[src/rtl/ws2812_rx.sv]
// ws2812_rx: receive-side decoder for the WS2812 one-wire protocol.
// Measures each high pulse on din, classifies it as a 0 or 1, assembles bits
// MSB-first into 24-bit GRB pixels and closes the frame on the latch gap.
//
// Ports:
//   clk            in   system clock
//   reset          in   asynchronous, active-low reset
//   din            in   WS2812 serial line (asynchronous, synchronized here)
//   px_data        out  last decoded pixel, GRB, first received bit = bit 23
//   px_index       out  index of px_data within the current frame
//   px_valid       out  1-cycle strobe, px_data/px_index are new
//   frame_done     out  1-cycle strobe, latch gap seen, frame closed
//   frame_px_count out  complete pixels in the closed frame (saturates at MAX_PX)
//   frame_err      out  closed frame had an error, valid with frame_done
//   busy           out  high from the first rising edge of a frame to frame_done
//   err_count      out  (WS_RX_STATS_EN only) saturating count of errored frames
//   frame_count    out  (WS_RX_STATS_EN only) wrapping count of closed frames
//
// Build option: define WS_RX_STATS_EN to add the err_count/frame_count ports.
//
// State table:
//   SYNC    | waiting for a full latch gap before decoding anything
//   IDLE    | line quiet, waiting for the first rising edge of a frame
//   HIGH    | measuring a high pulse
//   LOW     | between bits, waiting for the next rise or the latch gap
//   DISCARD | frame is bad, ignoring edges until the latch gap
module ws2812_rx #(
    parameter int T_MIN_HIGH     = 20,
    parameter int BIT_THRESH     = 60,
    parameter int T_MAX_HIGH     = 120,
    parameter int RESET_CYCLES   = 5000,
    parameter int MAX_PX         = 52,
    parameter int PX_COUNT_WIDTH = 6,
    parameter int CNT_WIDTH      = 16
) (
    input  logic                      clk,
    input  logic                      reset,
    input  logic                      din,
    output logic [23:0]               px_data,
    output logic [PX_COUNT_WIDTH-1:0] px_index,
    output logic                      px_valid,
    output logic                      frame_done,
    output logic [PX_COUNT_WIDTH-1:0] frame_px_count,
    output logic                      frame_err,
    output logic                      busy
`ifdef WS_RX_STATS_EN
    ,
    output logic [7:0]                err_count,
    output logic [15:0]               frame_count
`endif
);

    localparam logic [CNT_WIDTH-1:0]      T_GAP  = CNT_WIDTH'(RESET_CYCLES);
    localparam logic [CNT_WIDTH-1:0]      T_MIN  = CNT_WIDTH'(T_MIN_HIGH);
    localparam logic [CNT_WIDTH-1:0]      T_THR  = CNT_WIDTH'(BIT_THRESH);
    localparam logic [CNT_WIDTH-1:0]      T_MAX  = CNT_WIDTH'(T_MAX_HIGH);
    localparam logic [PX_COUNT_WIDTH-1:0] PX_MAX = PX_COUNT_WIDTH'(MAX_PX);

    typedef enum logic [2:0] {S_SYNC, S_IDLE, S_HIGH, S_LOW, S_DISCARD} state_t;

    state_t                      state_q, state_d;
    logic                        sync1_q, sync1_d, sync2_q, sync2_d, prev_q, prev_d;
    logic [CNT_WIDTH-1:0]        t_q, t_d;
    logic [4:0]                  bit_cnt_q, bit_cnt_d;
    logic [PX_COUNT_WIDTH-1:0]   px_cnt_q, px_cnt_d;
    logic                        err_q, err_d;
    logic [23:0]                 shift_q, shift_d;
    logic                        busy_q, busy_d;
    logic [23:0]                 px_data_q, px_data_d;
    logic [PX_COUNT_WIDTH-1:0]   px_index_q, px_index_d;
    logic                        px_valid_q, px_valid_d;
    logic                        frame_done_q, frame_done_d;
    logic [PX_COUNT_WIDTH-1:0]   frame_px_count_q, frame_px_count_d;
    logic                        frame_err_q, frame_err_d;
`ifdef WS_RX_STATS_EN
    logic [7:0]                  err_count_q, err_count_d;
    logic [15:0]                 frame_count_q, frame_count_d;
`endif

    logic din_s, rise, fall, at_gap, bit_val;

    assign din_s = sync2_q;
    assign rise  = din_s & ~prev_q;
    assign fall  = ~din_s & prev_q;
    // On an edge cycle t_q still holds the previous level's length, so the
    // gap is only recognised once the line has been low with no edge pending.
    assign at_gap = ~din_s & ~prev_q & (t_q == T_GAP);

    always_comb begin
        sync1_d          = din;
        sync2_d          = sync1_q;
        prev_d           = din_s;
        t_d              = (rise | fall) ? '0 : ((t_q == T_GAP) ? t_q : t_q + 1'b1);
        state_d          = state_q;
        bit_cnt_d        = bit_cnt_q;
        px_cnt_d         = px_cnt_q;
        err_d            = err_q;
        shift_d          = shift_q;
        busy_d           = busy_q;
        px_data_d        = px_data_q;
        px_index_d       = px_index_q;
        px_valid_d       = 1'b0;
        frame_done_d     = 1'b0;
        frame_px_count_d = frame_px_count_q;
        frame_err_d      = frame_err_q;
        bit_val          = (t_q >= T_THR);

        case (state_q)
            S_SYNC: begin
                if (at_gap) state_d = S_IDLE;
            end
            S_IDLE: begin
                if (rise) begin
                    state_d   = S_HIGH;
                    busy_d    = 1'b1;
                    bit_cnt_d = '0;
                    px_cnt_d  = '0;
                    err_d     = 1'b0;
                end
            end
            S_HIGH: begin
                if (t_q > T_MAX) begin
                    err_d   = 1'b1;
                    state_d = S_DISCARD;
                end else if (fall) begin
                    if (t_q < T_MIN) begin
                        err_d   = 1'b1;
                        state_d = S_DISCARD;
                    end else begin
                        shift_d = {shift_q[22:0], bit_val};
                        state_d = S_LOW;
                        if (bit_cnt_q == 5'd23) begin
                            bit_cnt_d = '0;
                            if (px_cnt_q < PX_MAX) begin
                                px_valid_d = 1'b1;
                                px_data_d  = shift_d;
                                px_index_d = px_cnt_q;
                                px_cnt_d   = px_cnt_q + 1'b1;
                            end else begin
                                err_d = 1'b1;
                            end
                        end else begin
                            bit_cnt_d = bit_cnt_q + 1'b1;
                        end
                    end
                end
            end
            S_LOW: begin
                if (rise) begin
                    state_d = S_HIGH;
                end else if (at_gap) begin
                    frame_done_d     = 1'b1;
                    frame_px_count_d = px_cnt_q;
                    frame_err_d      = err_q | (bit_cnt_q != 5'd0);
                    busy_d           = 1'b0;
                    state_d          = S_IDLE;
                end
            end
            S_DISCARD: begin
                if (at_gap) begin
                    frame_done_d     = 1'b1;
                    frame_px_count_d = px_cnt_q;
                    frame_err_d      = 1'b1;
                    busy_d           = 1'b0;
                    state_d          = S_IDLE;
                end
            end
            default: state_d = S_SYNC;
        endcase

`ifdef WS_RX_STATS_EN
        err_count_d   = err_count_q;
        frame_count_d = frame_count_q;
        if (frame_done_d) begin
            frame_count_d = frame_count_q + 1'b1;
            if (frame_err_d && (err_count_q != 8'hFF)) err_count_d = err_count_q + 1'b1;
        end
`endif
    end

    always_ff @(posedge clk or negedge reset) begin
        if (!reset) begin
            state_q          <= S_SYNC;
            sync1_q          <= 1'b0;
            sync2_q          <= 1'b0;
            prev_q           <= 1'b0;
            t_q              <= '0;
            bit_cnt_q        <= '0;
            px_cnt_q         <= '0;
            err_q            <= 1'b0;
            shift_q          <= '0;
            busy_q           <= 1'b0;
            px_data_q        <= '0;
            px_index_q       <= '0;
            px_valid_q       <= 1'b0;
            frame_done_q     <= 1'b0;
            frame_px_count_q <= '0;
            frame_err_q      <= 1'b0;
`ifdef WS_RX_STATS_EN
            err_count_q      <= '0;
            frame_count_q    <= '0;
`endif
        end else begin
            state_q          <= state_d;
            sync1_q          <= sync1_d;
            sync2_q          <= sync2_d;
            prev_q           <= prev_d;
            t_q              <= t_d;
            bit_cnt_q        <= bit_cnt_d;
            px_cnt_q         <= px_cnt_d;
            err_q            <= err_d;
            shift_q          <= shift_d;
            busy_q           <= busy_d;
            px_data_q        <= px_data_d;
            px_index_q       <= px_index_d;
            px_valid_q       <= px_valid_d;
            frame_done_q     <= frame_done_d;
            frame_px_count_q <= frame_px_count_d;
            frame_err_q      <= frame_err_d;
`ifdef WS_RX_STATS_EN
            err_count_q      <= err_count_d;
            frame_count_q    <= frame_count_d;
`endif
        end
    end

    assign px_data        = px_data_q;
    assign px_index       = px_index_q;
    assign px_valid       = px_valid_q;
    assign frame_done     = frame_done_q;
    assign frame_px_count = frame_px_count_q;
    assign frame_err      = frame_err_q;
    assign busy           = busy_q;
`ifdef WS_RX_STATS_EN
    assign err_count      = err_count_q;
    assign frame_count    = frame_count_q;
`endif

endmodule
[config.mk]
export PLATFORM = sky130hd
export DESIGN_NAME = ws2812_rx
export DESIGN_NICKNAME = d
export VERILOG_FILES = /design/src/rtl/ws2812_rx.sv
export SDC_FILE = /design/constraint.sdc
export NUM_CORES = 1
export LEC_CHECK = 0
export CORE_MARGIN = 5
export CORE_UTILIZATION = 50
export CTS_CLUSTER_DIAMETER = 60
export CTS_CLUSTER_SIZE = 20
export DETAILED_ROUTE_END_ITERATION = 7
export GPL_TIMING_DRIVEN = 0
export PLACE_DENSITY_LB_ADDON = 0.15
export SLEW_MARGIN = 15
export SYNTH_ARGS = -nofsm -noshare
export SYNTH_HDL_FRONTEND = slang
export SYNTH_SLANG_ARGS = --single-unit
[constraint.sdc]
create_clock -name clk -period 6.15 [get_ports clk]
set_input_delay 1.23 -clock clk [delete_from_list [all_inputs] [get_ports clk]]
set_output_delay 1.23 -clock clk [all_outputs]
set_load 0.005 [all_outputs]
# After elaboration in Yosys (flattened, before gate mapping)
# Cells that the tools add are included.
[classes]
add_sub_neg = 3
magnitude_cmp = 4
n_eq_ne = 19
mux = 49
n_bitwise = 10
reduce_logical = 15
[op_table]
columns = ["cell", "count"]
rows = [
  ["$mux W6", 8],
  ["$mux W16", 2],
  ["$mux W5", 5],
  ["$pmux W6 S2", 2],
  ["$mux W1", 20],
  ["$ne A2 B2 Y1 const B", 10],
  ["$mux W3", 6],
  ["$add A16 B1 Y16 const B", 1],
  ["$eq A16 B13 Y1 const B", 1],
  ["$ge A16 B6 Y1 const B", 1],
  ["$gt A16 B7 Y1 const B", 1],
  ["$lt A16 B5 Y1 const B", 1],
  ["$pmux W3 S4", 1],
  ["$pmux W5 S2", 1],
  ["$reduce_and A5 Y1", 2],
  ["$ne A4 B4 Y1 const B", 2],
  ["$reduce_and A4 Y1", 2],
  ["$reduce_and A7 Y1", 1],
  ["$add A6 B1 Y6 const B", 1],
  ["$eq A3 B2 Y1 const B", 2],
  ["$lt A6 B6 Y1 const B", 1],
  ["$pmux W1 S2", 3],
  ["$reduce_and A6 Y1", 1],
  ["$add A5 B1 Y5 const B", 1],
  ["15 further kinds", 24],
]
[word_totals]
ff_bits = 97
in_bits = 3
out_inout_bits = 40
word_cells = 116

# Depth between registers and ports, before layout
[logic_depth]
ltp_word = 7
mapped_depth = 8
depth_no_buf = 7

# Least setup slack after synthesis
# No wires, ideal clock.
[synth_path]
kind = "reg-to-reg"
from = "register t_q[11]"
to = "register px_data_q[16], in the netlist px_data[16]"
setup_time_ns = 0.127
arrival_ns = 2.327
required_time_ns = 6.023
path_slack_ns = 3.696
stages_incl_launch_ff = 7
path_buffers = 1
period_less_slack_ns = 2.454
cell_sequence = "dfrtp_1 > or4_1 > nand4b_4 > a2111oi_4 > and2b_1 > buf_6 > mux2_1"
[synth_between]
elab_chain_len = 3
word_cells_on_any_way = 5
cone_classes = "order compare: 2; bitwise: 2; reduce/logical: 1"
[synth_rtl]
columns = ["item", "line_no", "rtl"]
rows = [
  ["from (decl)", "63", "logic [CNT_WIDTH-1:0] t_q, t_d;"],
  ["from (signal assigned)", "208", "t_q <= t_d;"],
  ["$lt A16 B5 Y1 or $gt A16 B7 Y1 (tied branches)", "126, 122", ""],
  ["$not A1 Y1 (no line)", "n/a", ""],
  ["$reduce_and A6 Y1 (no line) *", "n/a", ""],
  ["to (signal assigned)", "214", "px_data_q <= px_data_d;"],
  ["to (decl)", "69", "logic [23:0] px_data_q, px_data_d;"],
]
# Every way passes the cells marked *; elsewhere a longest branch is shown, timed or not.
# A chain may end at the register's enable or synchronous reset.

# Final worst setup path
[layout_path]
from = "register t_q[11]"
to = "register px_data_q[19], in the netlist px_data[19]"
# The elaborated chain is that of the path after synthesis.

==> impl_metrics.py <==
metrics = {
    "logic_synthesis": {
        "yosys.area_share.simple": 0.124,
        "synth_top_area_cell": "dfrtp_1",
        "netlist.area_leader.share": 0.557,
        "yosys.area_share.adder": 0.0230,
        "ys_seq_area_frac": 0.557,
        "syn-cell-area_um2": 4360,
        "syn_inst": 355,
        "synthFlopType": "dfrtp_1",
        "yosysUniqueCellTypes": 57,
        "synthXorXnorAreaFrac": 0.0261,
        "ys_async_sr_fraction": 1.00,
        "synth_top_family_by_area": "multiplexers",
        "synth_common_cells": "dfrtp_1 (97), nor2_1 (31), mux2_2 (30)",
        "syn_nets": 366,
        "syn_area_per_cell_um2": 12.3,
        "synth_edf_count": 0,
        "ys_top_cells_by_area": "dfrtp_1 (56%), mux2_2 (7.7%), mux2_1 (7.5%)",
        "yosysMostFrequentCell": "dfrtp_1",
        "synth_compound_area_frac": 0.0798,
        "synth_warnings": 0,
        "yosys_register_bits": 97,
        "synth.area.mux_share": 0.159,
    },
    "setup_path": {
        "critPathMaxStageDelay_ns": 0.61,
        "critical_path_buf_inv_count": 1,
        "cp-end-kind": "flop",
        "cp.arrival_ns": 2.95,
        "cp_slowest_cell": "or4_1",
        "crit_chain": "or4_1, nand4b_4, a2111oi_4, and2b_1, buf_6, mux2_1",
        "cpLargestDelayFamily": "simple AND/OR/NAND/NOR gates",
        "crit_required_ns": 6.39,
        "crit_fanout": 10,
        "worstSetupPathType": "flop to flop",
        "startpoint_type": "flop",
    },
    "layout": {
        "instances_no_fill": 522,
        "diodes": 0,
        "fillers": 728,
        "area.growth.synth_to_final_pct": 17.7,
        "fin_nets": 420,
        "drive_gt1_frac": 0.150,
        "multi_input_area_um2": 1800,
        "seqCellArea_um2": 2430,
    },
    "run": {
        "max_cap_viol_count": 0,
    },
    "placement": {
        "gp_congestion": 0.816,
        "dp.cells": 506,
        "hpwl_um": 5690,
        "port_buffers": 42,
    },
    "clock_tree": {
        "cts_hold_buf": 0,
        "clk_pin_slew_ns": 0.09,
        "root_buffer": "clkbuf_8",
        "insertion_delay_ns": 0.36,
        "cts_buffers": 9,
        "postCtsResizedCells": 0,
        "post_cts_buffers": 0,
        "cts_buffer_depth": 2,
        "cts_tree": "built",
        "clock-sinks": 97,
        "htreeDepth": 3,
    },
    "sta": {
        "period_share": 0.441,
        "relSlewSlack": 0.435,
        "min_period_ns": 2.71,
        "worst-slew-pin-transition_ns": 0.848,
        "finalHoldViolCount": 0,
        "max_freq_mhz": 369,
        "drv_slew": 0,
        "rsz0062_at_grt": "no",
        "finClkSkew_ns": 0.0162,
        "setup_viol": 0,
        "fin_tns_setup_ns": 0,
    },
    "floorplan": {
        "die_h_um": 103,
        "rows": 34,
        "start_util": 0.507,
        "io_pins": 43,
        "dieArea_um2": 10700,
        "dieWidth_um": 103,
        "coreArea_um2": 8590,
    },
    "drt": {
        "drt_first_iter_violations": 110,
        "viasPerCell": 5.51,
        "totalWireLength_um": 7970,
        "via_count": 2874,
        "wire_per_inst_um": 15.3,
        "dr.pass1.iters": 4,
        "ant_nets": 0,
        "drc": 0,
    },
    "power_and_ir_drop": {
        "max-vdd-ir-drop_mv": 0.115,
        "powerDensity_nw_per_um2": 211,
        "totalPowerFinal_w": 0.00108,
        "leakagePower_nw": 2.40,
    },
    "global_route": {
        "grt_antenna_before_repair": 0,
        "grt_usage": 0.164,
        "grtUsageMet1": 0.226,
        "grt_pass1_wl_um": 13800,
        "grt_max_degree": 58,
        "grt-ovfl-total": 0,
        "busiest_layer": "met2",
        "met2_usage": 0.261,
        "use_met3": 0.0309,
        "first_global_vias": 2860,
    },
    "status": {
        "status": "complete, no violations",
    },
    "hold_path": {
        "hp-class": "flop to flop",
    },
}
==> kinds of logic after synthesis <==
| family | Yosys count |
|---|---|
| AOI/OAI and AO/OA | 47 |
| xor gates and xnor gates | 13 |
| adders and majority gates | 8 |
| buffers and inverters | 29 |
| DFF | 97 |
| muxes | 62 |
| and+or+nand+nor | 99 |
==> layout by cell type, fill, tap and decap left out, drive strengths merged, types with 2 or more instances in the layout <==
| cell | Yosys | final |
|---|---|---|
| a21boi | 2 | 2 |
| a21o | 2 | 2 |
| a21oi | 10 | 10 |
| a31oi | 3 | 3 |
| and3 | 7 | 7 |
| and4b | 2 | 2 |
| buf | 7 | 9 |
| clkbuf | 9 | 19 |
| clkdlybuf4s50 | 0 | 41 |
| clkinv | 0 | 4 |
| dfrtp | 97 | 97 |
| ha | 8 | 8 |
| inv | 13 | 15 |
| mux2 | 59 | 59 |
| mux2i | 3 | 3 |
| nand2 | 13 | 13 |
| nand2b | 4 | 4 |
| nand3 | 13 | 13 |
| nand3b | 2 | 2 |
| nand4 | 5 | 5 |
| nor2 | 31 | 31 |
| nor2b | 2 | 2 |
| nor3 | 3 | 3 |
| nor3b | 4 | 4 |
| nor4 | 5 | 5 |
| o211ai | 2 | 2 |
| o21ai | 6 | 6 |
| o21ba | 2 | 2 |
| o31ai | 4 | 4 |
| or4 | 2 | 2 |
| xnor2 | 7 | 7 |
| xor2 | 6 | 6 |
==> per-stage QoR <==
step                      utilization  instance area [µm²]  setup WS, ns  hold slack, ns
final                           0.597                 5130          3.44           0.366
after CTS                       0.597                 5130          3.39           0.369
after detailed placement        0.574                 4930          3.41           0.338
after floorplan                     -                 4360          3.70           0.331
after global routing            0.597                 5130          3.22           0.401
after global placement          0.572                 4910         0.309           0.345
==> power breakdown <==
group	total, W	leakage, nW	internal, W	switching [W]
clock network	0.000399	0.100	0.000167	0.000232
logic	0.0000391	0.957	0.0000119	0.0000272
registers	0.000646	1.35	0.000641	0.00000423
total	0.00108	2.40	0.000820	0.000263
==> final cells by class <==
cell class                      instances  share of cell area
Sequential cell                        97               0.473
Multi-Input combinational cell        229               0.350
Timing Repair Buffer                   43              0.0854
Clock buffer                           10              0.0268
Tap cell                              108              0.0263
Buffer                                 16              0.0168
Clock inverter                          6              0.0117
Inverter                               13             0.00951
==> worst register-to-register path: cells and delay by family (launching register included) <==
family	cells	cell delay (ns)
compound gates	1	0.51
buf+inv	1	0.19
flops	1	0.42
mux	1	0.34
simple gates	3	1.15
==> path summary, 6_finish.rpt <==
path | start | end | slack, ns | depth (start not counted)
worst min register to register | sync1_q$_DFF_PN0_ | din_s$_DFF_PN0_ | 0.37 | 0
max in group asynchronous | reset | t_q[12]$_DFFE_PN0P_ | 4.55 | 2
min in group asynchronous | reset | px_data[23]$_DFFE_PN0P_ | 0.92 | 1
worst max-delay path | t_q[11]$_DFFE_PN0P_ | px_data[19]$_DFFE_PN0P_ | 3.44 | 6
worst min-delay path | sync1_q$_DFF_PN0_ | din_s$_DFF_PN0_ | 0.37 | 0
worst max register to register | t_q[11]$_DFFE_PN0P_ | px_data[19]$_DFFE_PN0P_ | 3.44 | 6
==> registers in the layout, indices dropped and copies added (netlist names) <==
register and count:
shift_q 23, state_q 3, px_index 6, prev_q 1, din_s 1, frame_err 1, sync1_q 1, bit_cnt_q 5
err_q 1, frame_done 1, px_data 24, px_cnt_q 6, frame_px_count 6, busy 1, px_valid 1, t_q 16
==> layer usage <==
metal,up-vias,share of wire
li1,1378,-
met1,1432,0.48
met2,51,0.47
met3,13,0.037
met4,0,0.018
met5,-,0
Note: power is estimated with default switching activity, not from simulation.
